## src/rtl/sr_latch_driver_pkg.sv

```systemverilog
// sr_latch_driver_pkg
//   Shared definitions for the NAND SR latch driver: FSM state encoding,
//   default timing parameters and the width of the shared cycle counter.
package sr_latch_driver_pkg;

  typedef enum logic [1:0] {
    ST_IDLE,
    ST_PULSE,
    ST_CHECK,
    ST_RECOVER
  } state_t;

  localparam int unsigned PULSE_CYCLES_DEF   = 2;
  localparam int unsigned SETTLE_CYCLES_DEF  = 1;
  localparam int unsigned TIMEOUT_CYCLES_DEF = 4;

  localparam int unsigned CNT_W = 4;

  // A phase lasting N cycles counts down from N-1 to 0.
  function automatic logic [CNT_W-1:0] cnt_load(input int unsigned cycles);
    return CNT_W'(cycles - 32'd1);
  endfunction

endpackage

```

## src/rtl/sync2.sv

```systemverilog
// sync2
//   Two-flop synchronizer for a single asynchronous bit.
//   i_clk : sampling clock
//   i_rst : synchronous active-high reset, clears both flops
//   i_d   : asynchronous input
//   o_q   : synchronized output, two cycles of latency
module sync2 (
  input  logic i_clk,
  input  logic i_rst,
  input  logic i_d,
  output logic o_q
);

  logic r_meta;
  logic r_sync;

  always_ff @(posedge i_clk) begin
    if (i_rst) begin
      r_meta <= 1'b0;
      r_sync <= 1'b0;
    end else begin
      r_meta <= i_d;
      r_sync <= r_meta;
    end
  end

  assign o_q = r_sync;

endmodule

```

## src/rtl/sr_latch_driver.sv

```systemverilog
// sr_latch_driver
//   Drives an external NAND SR latch: pulses the selected active-low input,
//   then waits for the synchronized latch output to confirm the target value,
//   then holds both inputs high for a recovery period.
//   clk        : sole clock, rising edge
//   rst        : synchronous active-high reset
//   req_valid  : request present
//   req_ready  : high exactly while IDLE
//   req_val    : target latch value (1 = set, 0 = reset)
//   latch_q    : latch output feedback, asynchronous
//   latch_s_n  : active-low set drive
//   latch_r_n  : active-low reset drive
//   done       : one-cycle pulse on confirmation
//   err        : one-cycle pulse on confirmation timeout
//   busy       : high whenever not IDLE
module sr_latch_driver
  import sr_latch_driver_pkg::*;
#(
  parameter int unsigned PULSE_CYCLES   = PULSE_CYCLES_DEF,
  parameter int unsigned SETTLE_CYCLES  = SETTLE_CYCLES_DEF,
  parameter int unsigned TIMEOUT_CYCLES = TIMEOUT_CYCLES_DEF
) (
  input  logic clk,
  input  logic rst,
  input  logic req_valid,
  output logic req_ready,
  input  logic req_val,
  input  logic latch_q,
  output logic latch_s_n,
  output logic latch_r_n,
  output logic done,
  output logic err,
  output logic busy
);

  state_t           r_state;
  logic [CNT_W-1:0] r_cnt;
  logic             r_target;
  logic             r_s_n;
  logic             r_r_n;
  logic             r_done;
  logic             r_err;
  logic             w_q_sync;

  sync2 u_sync (
    .i_clk (clk),
    .i_rst (rst),
    .i_d   (latch_q),
    .o_q   (w_q_sync)
  );

  // The counter is reloaded on every state entry and only decremented while
  // non-zero, so it can never wrap.
  always_ff @(posedge clk) begin
    if (rst) begin
      r_state  <= ST_IDLE;
      r_cnt    <= '0;
      r_target <= 1'b0;
      r_s_n    <= 1'b1;
      r_r_n    <= 1'b1;
      r_done   <= 1'b0;
      r_err    <= 1'b0;
    end else begin
      r_done <= 1'b0;
      r_err  <= 1'b0;
      case (r_state)
        ST_IDLE: begin
          r_s_n <= 1'b1;
          r_r_n <= 1'b1;
          if (req_valid) begin
            r_state  <= ST_PULSE;
            r_cnt    <= cnt_load(PULSE_CYCLES);
            r_target <= req_val;
            // Complementary drive: exactly one line goes low.
            r_s_n    <= ~req_val;
            r_r_n    <= req_val;
          end
        end
        ST_PULSE: begin
          if (r_cnt == '0) begin
            r_state <= ST_CHECK;
            r_cnt   <= cnt_load(TIMEOUT_CYCLES);
            r_s_n   <= 1'b1;
            r_r_n   <= 1'b1;
          end else begin
            r_cnt <= r_cnt - 1'b1;
          end
        end
        ST_CHECK: begin
          r_s_n <= 1'b1;
          r_r_n <= 1'b1;
          if (w_q_sync == r_target) begin
            r_done  <= 1'b1;
            r_state <= ST_RECOVER;
            r_cnt   <= cnt_load(SETTLE_CYCLES);
          end else if (r_cnt == '0) begin
            r_err   <= 1'b1;
            r_state <= ST_RECOVER;
            r_cnt   <= cnt_load(SETTLE_CYCLES);
          end else begin
            r_cnt <= r_cnt - 1'b1;
          end
        end
        ST_RECOVER: begin
          r_s_n <= 1'b1;
          r_r_n <= 1'b1;
          if (r_cnt == '0) begin
            r_state <= ST_IDLE;
          end else begin
            r_cnt <= r_cnt - 1'b1;
          end
        end
        default: begin
          r_state <= ST_IDLE;
          r_cnt   <= '0;
          r_s_n   <= 1'b1;
          r_r_n   <= 1'b1;
        end
      endcase
    end
  end

  assign req_ready = (r_state == ST_IDLE);
  assign busy      = (r_state != ST_IDLE);
  assign latch_s_n = r_s_n;
  assign latch_r_n = r_r_n;
  assign done      = r_done;
  assign err       = r_err;

endmodule
```

## config.mk

```make
export PLATFORM = sky130hd
export DESIGN_NAME = sr_latch_driver
export DESIGN_NICKNAME = d
export VERILOG_FILES = /design/src/rtl/sr_latch_driver_pkg.sv /design/src/rtl/sync2.sv /design/src/rtl/sr_latch_driver.sv
export SDC_FILE = /design/constraint.sdc
export NUM_CORES = 1
export LEC_CHECK = 0
export BUFFER_PORTS_ARGS = -buffer_cell sky130_fd_sc_hd__buf_2
export CAP_MARGIN = 20
export CORE_ASPECT_RATIO = 1.2
export CORE_UTILIZATION = 25
export DETAILED_ROUTE_END_ITERATION = 10
export GPL_ROUTABILITY_DRIVEN = 0
export RECOVER_POWER = 25
export SLEW_MARGIN = 20
export SYNTH_ARGS = -nofsm -noshare
export SYNTH_HDL_FRONTEND = slang
export SYNTH_SLANG_ARGS = --single-unit
```

## constraint.sdc

```tcl
create_clock -name clk -period 2.8 [get_ports clk]
set_clock_uncertainty 0.2 [all_clocks]
set_input_delay 0.56 -clock clk [delete_from_list [all_inputs] [get_ports clk]]
set_output_delay 0.56 -clock clk [all_outputs]
set_load 0.01 [all_outputs]
```

==> flow_summary.ini, run 1 <==
[power_and_ir_drop]
power.density_nw_per_um2 = 946
vdd_drop_max_mv = 0.452
intPower_w = 0.000438
pwr-share-seq_pct = 33.0
combPwrFrac_pct = 52.1
p_leak_nw = 0.338
power_frac_clock_pct = 14.9
power_w = 0.000756
power.switching_w = 0.000318
switching_share_pct = 42.1

[synthesis]
synth_common_cells = 13 x dfxtp_1, 8 x nor2_1, 7 x inv_1, 7 x nand2_1, 6 x ha_1
syn_avg_cell_area_um2 = 8.73
synth_compound_area_share_pct = 18.1
synthesis.area_um2 = 698
ys_warn_count = 0
synth_cell_type_count = 33
async_reset_ff_share_pct = 0
synth-adder-area-share_pct = 10.8
yosys.area_share.simple_pct = 23.8
synth_xor_xnor_area_share_pct = 1.25
ys_ff_latch = 13
synth_ff_type = dfxtp_1
yosysSeqAreaShare_pct = 37.3
synth_top_area_share_pct = 37.3
synth.area.top_cells = dfxtp_1 37%, ha_1 11%, nor2_1 4.3%
synth_nets = 91
synthMuxAreaShare_pct = 3.05
synth_top_cell_by_area = dfxtp_1
synth_top_family_by_area = simple AND/OR/NAND/NOR gates
synth.most_common_cell = dfxtp_1
postSynthCellCount = 80
synth_edf_count = 0

[clock_network]
cts_tree = built
cts_max_path_buffers = 2
cts_made_buffers = 3
postCtsSetupRepairBufs = 0
cts.sinks = 13
root_buffer = clkbuf_4
path_clk_slew_ns = 0.08
cts-resized-gates = 0
htree_num_levels = 1
clk-insertion-delay-late_ns = 0.27
ctsHoldBuffers = 0

[finish]
nNetsFinal = 103
register_area_um2 = 260
drive_gt1_share_pct = 16.5
largest_reg_flops = 4
regMostFlops = r_cnt
area_growth_pct = 14.5
final_core_util_pct = 30.7
multi_input_area_um2 = 398
nFillCells = 289
diodes = 0
reg_top3 = r_cnt (4), r_state (2)

[floorplan]
die_h_um = 59.9
num_rows = 20
pin_count = 11
dieArea_um2 = 3010
die_w_um = 50.2
core_area_um2 = 2600
initial_utilization_pct = 26.8

[routing]
dr.pass1.iters = 6
avgRoutedWirePerCell_um = 11.0
vias = 596
drtIter0Drc = 25
postRouteAntennaNets = 0
viasPerCell = 4.81
post-route-drc-count = 0
routed_wl_um = 1360

[worst_setup_path]
reg2regPathDepth = 6
critical_path.endpoint = busy
crit_required_ns = 2.04
critPathKind = flop to output pin
cp.arrival_ns = 1.30
startpoint = r_state[0]
timing.rr.start = r_state[0]
r2r-end = r_cnt[0]
crit_path_start_kind = flop
path_max_fanout = 10
endpoint_kind = output pin
r2r_setup_slack_ns = 0.89

[run_status]
outcome = finished clean

[sta]
hold_viol = 0
rsz0062_at_grt = no
setup_viol = 0
fin_crit_ns = 2.06
slew_violations = 0
hold_ws_ns = 0.258
slew_headroom_pct = 66.6
worst_pin_slew_ns = 0.500
min_period_over_period_pct = 73.4
tns_ns = 0
max_freq_mhz = 486

[global_route]
grt_pass1_wl_um = 2340
grt.total_usage_pct = 10.3
grt_max_degree = 12
grt_overflow_total = 0
antenna_found_initial = 0
grt_pass1_vias = 578

[placed_design]
io_buffers = 10
dp_hpwl_um = 1030

[worst_hold_path]
hp-class = flop to flop

[run]
maxCapViolations = 0
==> kinds of logic (layout without fill, tap and decap cells) <==
family / after synthesis / count (layout)
AOI/OAI and AO/OA: 17 / 17
xor gates and xnor gates: 1 / 1
adders and majority gates: 6 / 6
buffers and inverters: 10 / 21
DFF: 13 / 13
muxes: 2 / 2
and+or+nand+nor: 31 / 31
==> final cells by class <==
type                            count  area share (%)
Sequential cell                    13            32.6
Clock buffer                        4            3.29
Timing Repair Buffer               10            5.95
Multi-Input combinational cell     57            49.8
Inverter                            7            3.29
Tap cell                           33            5.16
==> routing by layer <==
metal  up-vias  GRT usage, %  part of all wire [%]  routed length, um
li1        301             -                     -                  -
met1       280          11.5                    46                619
met2        13          18.3                    51                698
met3         2          2.29                   2.7                 37
met4         0          4.90                  0.22                  3
met5         -             0                     0                  0
==> critical path: stages, from the launching register on <==
cell and delay [ns]:
dfxtp_1 0.34, inv_1 0.10, ha_1 0.37, inv_1 0.06, buf_2 0.14
==> how the worst min path moves through the flow <==
stage | start | slack [ns] | to | cells after the start
6_report | u_sync.r_meta | 0.26 | u_sync.o_q | 1
5_1_grt | u_sync.r_meta | 0.28 | u_sync.o_q | 1
4_1_cts | u_sync.r_meta | 0.26 | u_sync.o_q | 1
3_5_place_dp | u_sync.r_meta | 0.25 | u_sync.o_q | 1
3_3_place_gp | u_sync.r_meta | 0.22 | u_sync.o_q | 1
2_1_floorplan | u_sync.r_meta | 0.21 | u_sync.o_q | 1
==> power by group through the flow <==
| stage | Clock, W | Combinational [W] | Sequential (W) |
|---|---|---|---|
| finish | 0.000113 | 0.000394 | 0.000249 |
| global route | 0.000126 | 0.000439 | 0.000254 |
| CTS | 0.000117 | 0.000391 | 0.000250 |
| detailed placement | 0 | 0.000389 | 0.000253 |
| global placement | 0 | 0.000389 | 0.000251 |
| floorplan | 0 | 0.000310 | 0.000251 |
==> metrics by stage <==
step	std cells	worst slack, ns	area [um^2]
2_1_floorplan	80	1.01	698
3_3_place_gp	120	0.934	776
3_5_place_dp	120	0.937	776
4_1_cts	124	0.743	802
5_1_grt	124	0.629	800
6_report	124	0.743	800
==> placed cells by master (no fill, tap or decap), types with 2 or more instances in the layout <==
cell       n
nand2_1    7
a21oi_1    5
clkbuf_1   3
nor2b_1    3
o21ai_0    2
ha_1       6
buf_2      8
clkbuf_4   3
inv_1      7
nor3_1     2
a211oi_1   3
dfxtp_1   13
nand3_1    2
nor2_1     8
Power figures use the tool's default switching activity.
==> run 2: changes to the inputs <==
--- a/config.mk
+++ b/config.mk
@@ -5,6 +5,7 @@
 export SDC_FILE = /design/constraint.sdc
 export NUM_CORES = 1
 export LEC_CHECK = 0
+export ABC_AREA = 1
 export BUFFER_PORTS_ARGS = -buffer_cell sky130_fd_sc_hd__buf_2
 export CAP_MARGIN = 20
 export CORE_ASPECT_RATIO = 1.2
==> constraint.sdc (replaced) <==
create_clock -name clk -period 2 [get_ports clk]
set_clock_uncertainty 0.2 [all_clocks]
set_input_delay 0.4 -clock clk [delete_from_list [all_inputs] [get_ports clk]]
set_output_delay 0.4 -clock clk [all_outputs]
set_load 0.01 [all_outputs]
==> flow_summary.ini, run 2 <==
[sta]
tns_ns = 0
fin_crit_ns = 1.83
min_period_over_period_pct = 91.7
slew_violations = 0
worst_pin_slew_ns = 0.265
max_freq_mhz = 546
slew_headroom_pct = 82.4
setup_viol = 0
rsz0062_at_grt = no
hold_viol = 0

[floorplan]
die_w_um = 50.8
dieArea_um2 = 3080
num_rows = 20
die_h_um = 60.6
initial_utilization_pct = 27.2
pin_count = 11
core_area_um2 = 2630

[worst_setup_path]
critPathKind = flop to output pin
endpoint_kind = output pin
crit_buf_inv = 3
crit_required_ns = 1.40
cp.arrival_ns = 1.23
r2r_setup_slack_ns = 0.35
timing.rr.start = r_state[1]
crit_cells = 4
crit_path_max_incr_delay_ns = 0.36
r2r-end = r_cnt[0]
path_cells = inv_1, ha_1, inv_2, buf_2
worst_path_max_delay_cell = dfxtp_1
path_max_fanout = 6
path_delay_family = flip-flops
crit_path_start_kind = flop
critical_path.endpoint = busy
reg2regPathDepth = 8
startpoint = r_state[0]

[power_and_ir_drop]
power_w = 0.00118
vdd_drop_max_mv = 0.683
p_leak_nw = 0.400
power.density_nw_per_um2 = 1420

[synthesis]
synth_nets = 110
synth_common_cells = 27 x nand2_1, 13 x dfxtp_1, 12 x nor2_1, 11 x inv_1
synth.area.top_cells = dfxtp_1 36%, nand2_1 14%, ha_1 10%
syn_avg_cell_area_um2 = 7.23
yosysSeqAreaShare_pct = 36.4
ys_ff_latch = 13
async_reset_ff_share_pct = 0
postSynthCellCount = 99
synth_edf_count = 0
synth_cell_type_count = 21
ys_warn_count = 0
synthesis.area_um2 = 716
synth_ff_type = dfxtp_1
synth_top_cell_by_area = dfxtp_1
synth_top_area_share_pct = 36.4
synth.most_common_cell = nand2_1

[clock_network]
clk-insertion-delay-late_ns = 0.27
cts-resized-gates = 0
postCtsSetupRepairBufs = 0
cts_max_path_buffers = 2
path_clk_slew_ns = 0.08
cts_made_buffers = 3
cts_tree = built
root_buffer = clkbuf_4
cts.sinks = 13
ctsHoldBuffers = 0
htree_num_levels = 1

[finish]
nFillCells = 282
final_cell_area_um2 = 831
regMostFlops = r_cnt
final_common_cell = nand2_1
reg_top3 = r_cnt (4), r_state (2)
final_cell_mix = 27 x nand2_1, 13 x dfxtp_1, 12 x nor2_1
largest_reg_flops = 4
area_growth_pct = 16.1
drive_gt1_share_pct = 20.4
nNetsFinal = 125
diodes = 0

[routing]
drtIter0Drc = 11
vias = 621
avgRoutedWirePerCell_um = 9.13
post-route-drc-count = 0
dr.pass1.iters = 4
postRouteAntennaNets = 0
routed_wl_um = 1330
viasPerCell = 4.25

[placed_design]
dp_hpwl_um = 1090
io_buffers = 10
placed_area_um2 = 807

[global_route]
antenna_found_initial = 0
grt_pass1_vias = 586
grt_max_degree = 8
use_met3_pct = 0.251
grt.total_usage_pct = 10.4
use_met1_pct = 11.8
use_met2_pct = 18.1
grt_pass1_wl_um = 2370
grt.busiest_layer = met2
grt_overflow_total = 0

[run]
maxCapViolations = 0

[worst_hold_path]
hp-class = input port to flop

[run_status]
outcome = finished clean
[run 2: cell types whose count changed in the layout (fill, tap and decap cells not counted), sizes merged, moves of 2 or more]
cell    delta
nand2     +22
inv        +8
nand3      +6
nor2       +5
nor2b      -3
a211oi     -2
nor3       -2
[run 2: kinds of logic (layout without fill, tap and decap cells)]
| logic type | Yosys count | in the layout | share of synthesized area [%] |
|---|---|---|---|
| AOI/OAI and AO/OA | 10 | 10 | 8.22 |
| DFF | 13 | 13 | 36.4 |
| buffers and inverters | 15 | 29 | 7.87 |
| and+or+nand+nor | 55 | 55 | 37.1 |
| adders and majority gates | 6 | 6 | 10.5 |
[run 2: layout make-up]
type	instances	area (um^2)	area share, %
clock buffers	4	26.3	3.16
inverters	15	56.3	6.78
flip-flops and latches	13	260	31.3
well taps	33	41.3	4.97
repair buffers	10	47.5	5.72
multi-input cells	71	399	48.0
[run 2: worst min-delay path by stage]
| stage | start | end | slack, ns | cells past startpoint |
|---|---|---|---|---|
| 2_1_floorplan | u_sync.r_meta | u_sync.o_q | 0.19 | 2 |
| 3_3_place_gp | u_sync.r_meta | u_sync.o_q | 0.20 | 2 |
| 3_5_place_dp | u_sync.r_meta | u_sync.o_q | 0.20 | 2 |
| 4_1_cts | latch_q | u_sync.r_meta | 0.12 | 3 |
| 5_1_grt | latch_q | u_sync.r_meta | 0.13 | 3 |
| 6_report | latch_q | u_sync.r_meta | 0.14 | 3 |
[run 2: metal layers]
metal / wire [um] / up-vias
met5: 0 / -
met4: 27 / 0
met3: 40 / 2
met2: 646 / 13
met1: 618 / 266
li1: - / 340
[run 2: metrics by stage]
stage                     hold WS, ns  cells  worst slack (ns)  util (%)
after floorplan                 0.188     99             0.398         -
after global placement          0.199    142             0.447      30.7
after detailed placement        0.198    142             0.355      30.7
after CTS                       0.123    146             0.133      31.7
after global routing            0.133    146            0.0370      31.6
final                           0.136    146             0.167      31.6
[run 2: where the power goes]
group / switching (W) / total [W] / internal, W
clock: 0.0000763 / 0.000153 / 0.0000771
combinational: 0.000401 / 0.000656 / 0.000255
sequential: 0.0000471 / 0.000372 / 0.000325
total: 0.000524 / 0.00118 / 0.000657
[run 2: worst reg2reg max path: cells and delay by family, from the launching register on]
family / cells / cell delay, ns
buffers and inverters: 3 / 0.21
adder cells (fa/ha/maj): 1 / 0.28
flip-flops: 1 / 0.33
AO/OA/AOI/OAI: 2 / 0.15
AND/OR/NAND/NOR: 2 / 0.35
==> run 3: changes to the inputs <==
--- a/config.mk
+++ b/config.mk
@@ -5,7 +5,7 @@
 export SDC_FILE = /design/constraint.sdc
 export NUM_CORES = 1
 export LEC_CHECK = 0
-export ABC_AREA = 1
+export ABC_AREA = 0
 export BUFFER_PORTS_ARGS = -buffer_cell sky130_fd_sc_hd__buf_2
 export CAP_MARGIN = 20
 export CORE_ASPECT_RATIO = 1.2
==> flow_summary.ini, run 3 (synthesis gave the netlist of run 1 again) <==
[clock_network]
postCtsSetupRepairBufs = 0
cts_tree = built
cts.sinks = 13
cts_max_path_buffers = 2
root_buffer = clkbuf_4
path_clk_slew_ns = 0.09
cts_made_buffers = 3
clk-insertion-delay-late_ns = 0.29
htree_num_levels = 1

[power_and_ir_drop]
vdd_drop_max_mv = 0.729
p_leak_nw = 0.343
power.density_nw_per_um2 = 1350

[worst_setup_path]
timing.rr.start = r_state[1]
path_max_fanout = 9
reg2regPathDepth = 6
crit_path_start_kind = flop
r2r-end = r_state[0]
critPathKind = flop to output pin
r2r_setup_slack_ns = 0.12
crit_required_ns = 1.40
endpoint_kind = output pin
cp.arrival_ns = 1.29

[sta]
hold_ws_ns = 0.137
min_period_over_period_pct = 94.7
worst_pin_slew_ns = 0.504
setup_ws_ns = 0.105
fin_crit_ns = 1.89
rsz0062_at_grt = no
max_freq_mhz = 528
hold_viol = 0
setup_viol = 0
slew_headroom_pct = 66.4
slew_violations = 0
tns_ns = 0

[finish]
largest_reg_flops = 4
regMostFlops = r_cnt
multi_input_area_um2 = 402
area_growth_pct = 16.1
nFillCells = 290
final_cell_mix = 13 x dfxtp_1, 8 x nor2_1, 8 x buf_2
nNetsFinal = 104
reg_top3 = r_cnt (4), r_state (2)
register_area_um2 = 260
diodes = 0
final_common_cell = dfxtp_1
drive_gt1_share_pct = 18.5

[run_status]
outcome = finished clean

[placed_design]
pre_cts_slack_ns = 0.116
io_buffers = 10
dp_hpwl_um = 1110

[routing]
met3_length_um = 71
met1Wirelength_um = 634
drtIter0Drc = 14
vias = 612
viasPerCell = 4.90
dr.pass1.iters = 4
avgRoutedWirePerCell_um = 11.7
routed_wl_um = 1460
post-route-drc-count = 0
routed.top_layer = met4
wl_met2_um = 723
postRouteAntennaNets = 0

[global_route]
grt_pass1_wl_um = 2370
antenna_found_initial = 0
grt_overflow_total = 0
grt.total_usage_pct = 10.6
grt_max_degree = 12
grt_pass1_vias = 589

[worst_hold_path]
hp-start = latch_q
hp-class = input port to flop
hold_depth = 2
min_to = u_sync.r_meta

[floorplan]
initial_utilization_pct = 26.8
num_rows = 20
core_area_um2 = 2600
dieArea_um2 = 3010
pin_count = 11
die_h_um = 59.9
die_w_um = 50.2

[run]
maxCapViolations = 0
==> run 3: layer usage <==
layer | vias up | track usage (%)
met2 | 22 | 19.0
li1 | 304 | -
met4 | 0 | 6.12
met3 | 5 | 2.29
met5 | - | 0
met1 | 281 | 11.3
==> run 3: timing repair <==
| item | in CTS | in global routing |
|---|---|---|
| hold buffers | 0 | 0 |
| setup endpoints to repair | 0 | 1 |
| gates resized for setup | 0 | 1 |
==> run 3: power by group <==
part           switching, W  internal [W]
Sequential        0.0000391      0.000309
Clock             0.0000915     0.0000776
Combinational      0.000338      0.000243
==> run 3: worst max path at each step <==
| stage | cells after the start | slack, ns | end | start |
|---|---|---|---|---|
| 6_report | 5 | 0.11 | busy | r_state[0] |
| 5_1_grt | 6 | 0.02 | r_state[0] | r_state[1] |
| 4_1_cts | 6 | 0.09 | r_cnt[0] | r_cnt[0] |
| 3_5_place_dp | 6 | 0.12 | r_cnt[0] | r_cnt[0] |
| 3_3_place_gp | 6 | 0.13 | r_cnt[0] | r_cnt[0] |
| 2_1_floorplan | 7 | 0.21 | r_cnt[0] | r_state[0] |
==> run 3: area by class of cell <==
| class | count | area share [%] |
|---|---|---|
| inverters | 7 | 3.24 |
| repair buffers | 11 | 6.79 |
| well taps | 33 | 5.09 |
| clock buffers | 4 | 3.24 |
| flip-flops and latches | 13 | 32.1 |
| multi-input cells | 57 | 49.5 |
==> run 3: critical path, cell delays in order (launching register included) <==
cell,delay [ns]
dfxtp_1,0.38
inv_1,0.09
ha_1,0.21
buf_4,0.17
inv_1,0.05
buf_2,0.11
==> run 3: per-stage QoR <==
stage	util, %	instances	power (W)	cell area [um^2]
finish	31.2	125	0.00110	811
floorplan	-	80	0.000785	698
detailed placement	30.1	121	0.000921	783
global route	31.2	125	0.00118	811
global placement	30.1	121	0.000911	783
CTS	31.1	125	0.00109	810
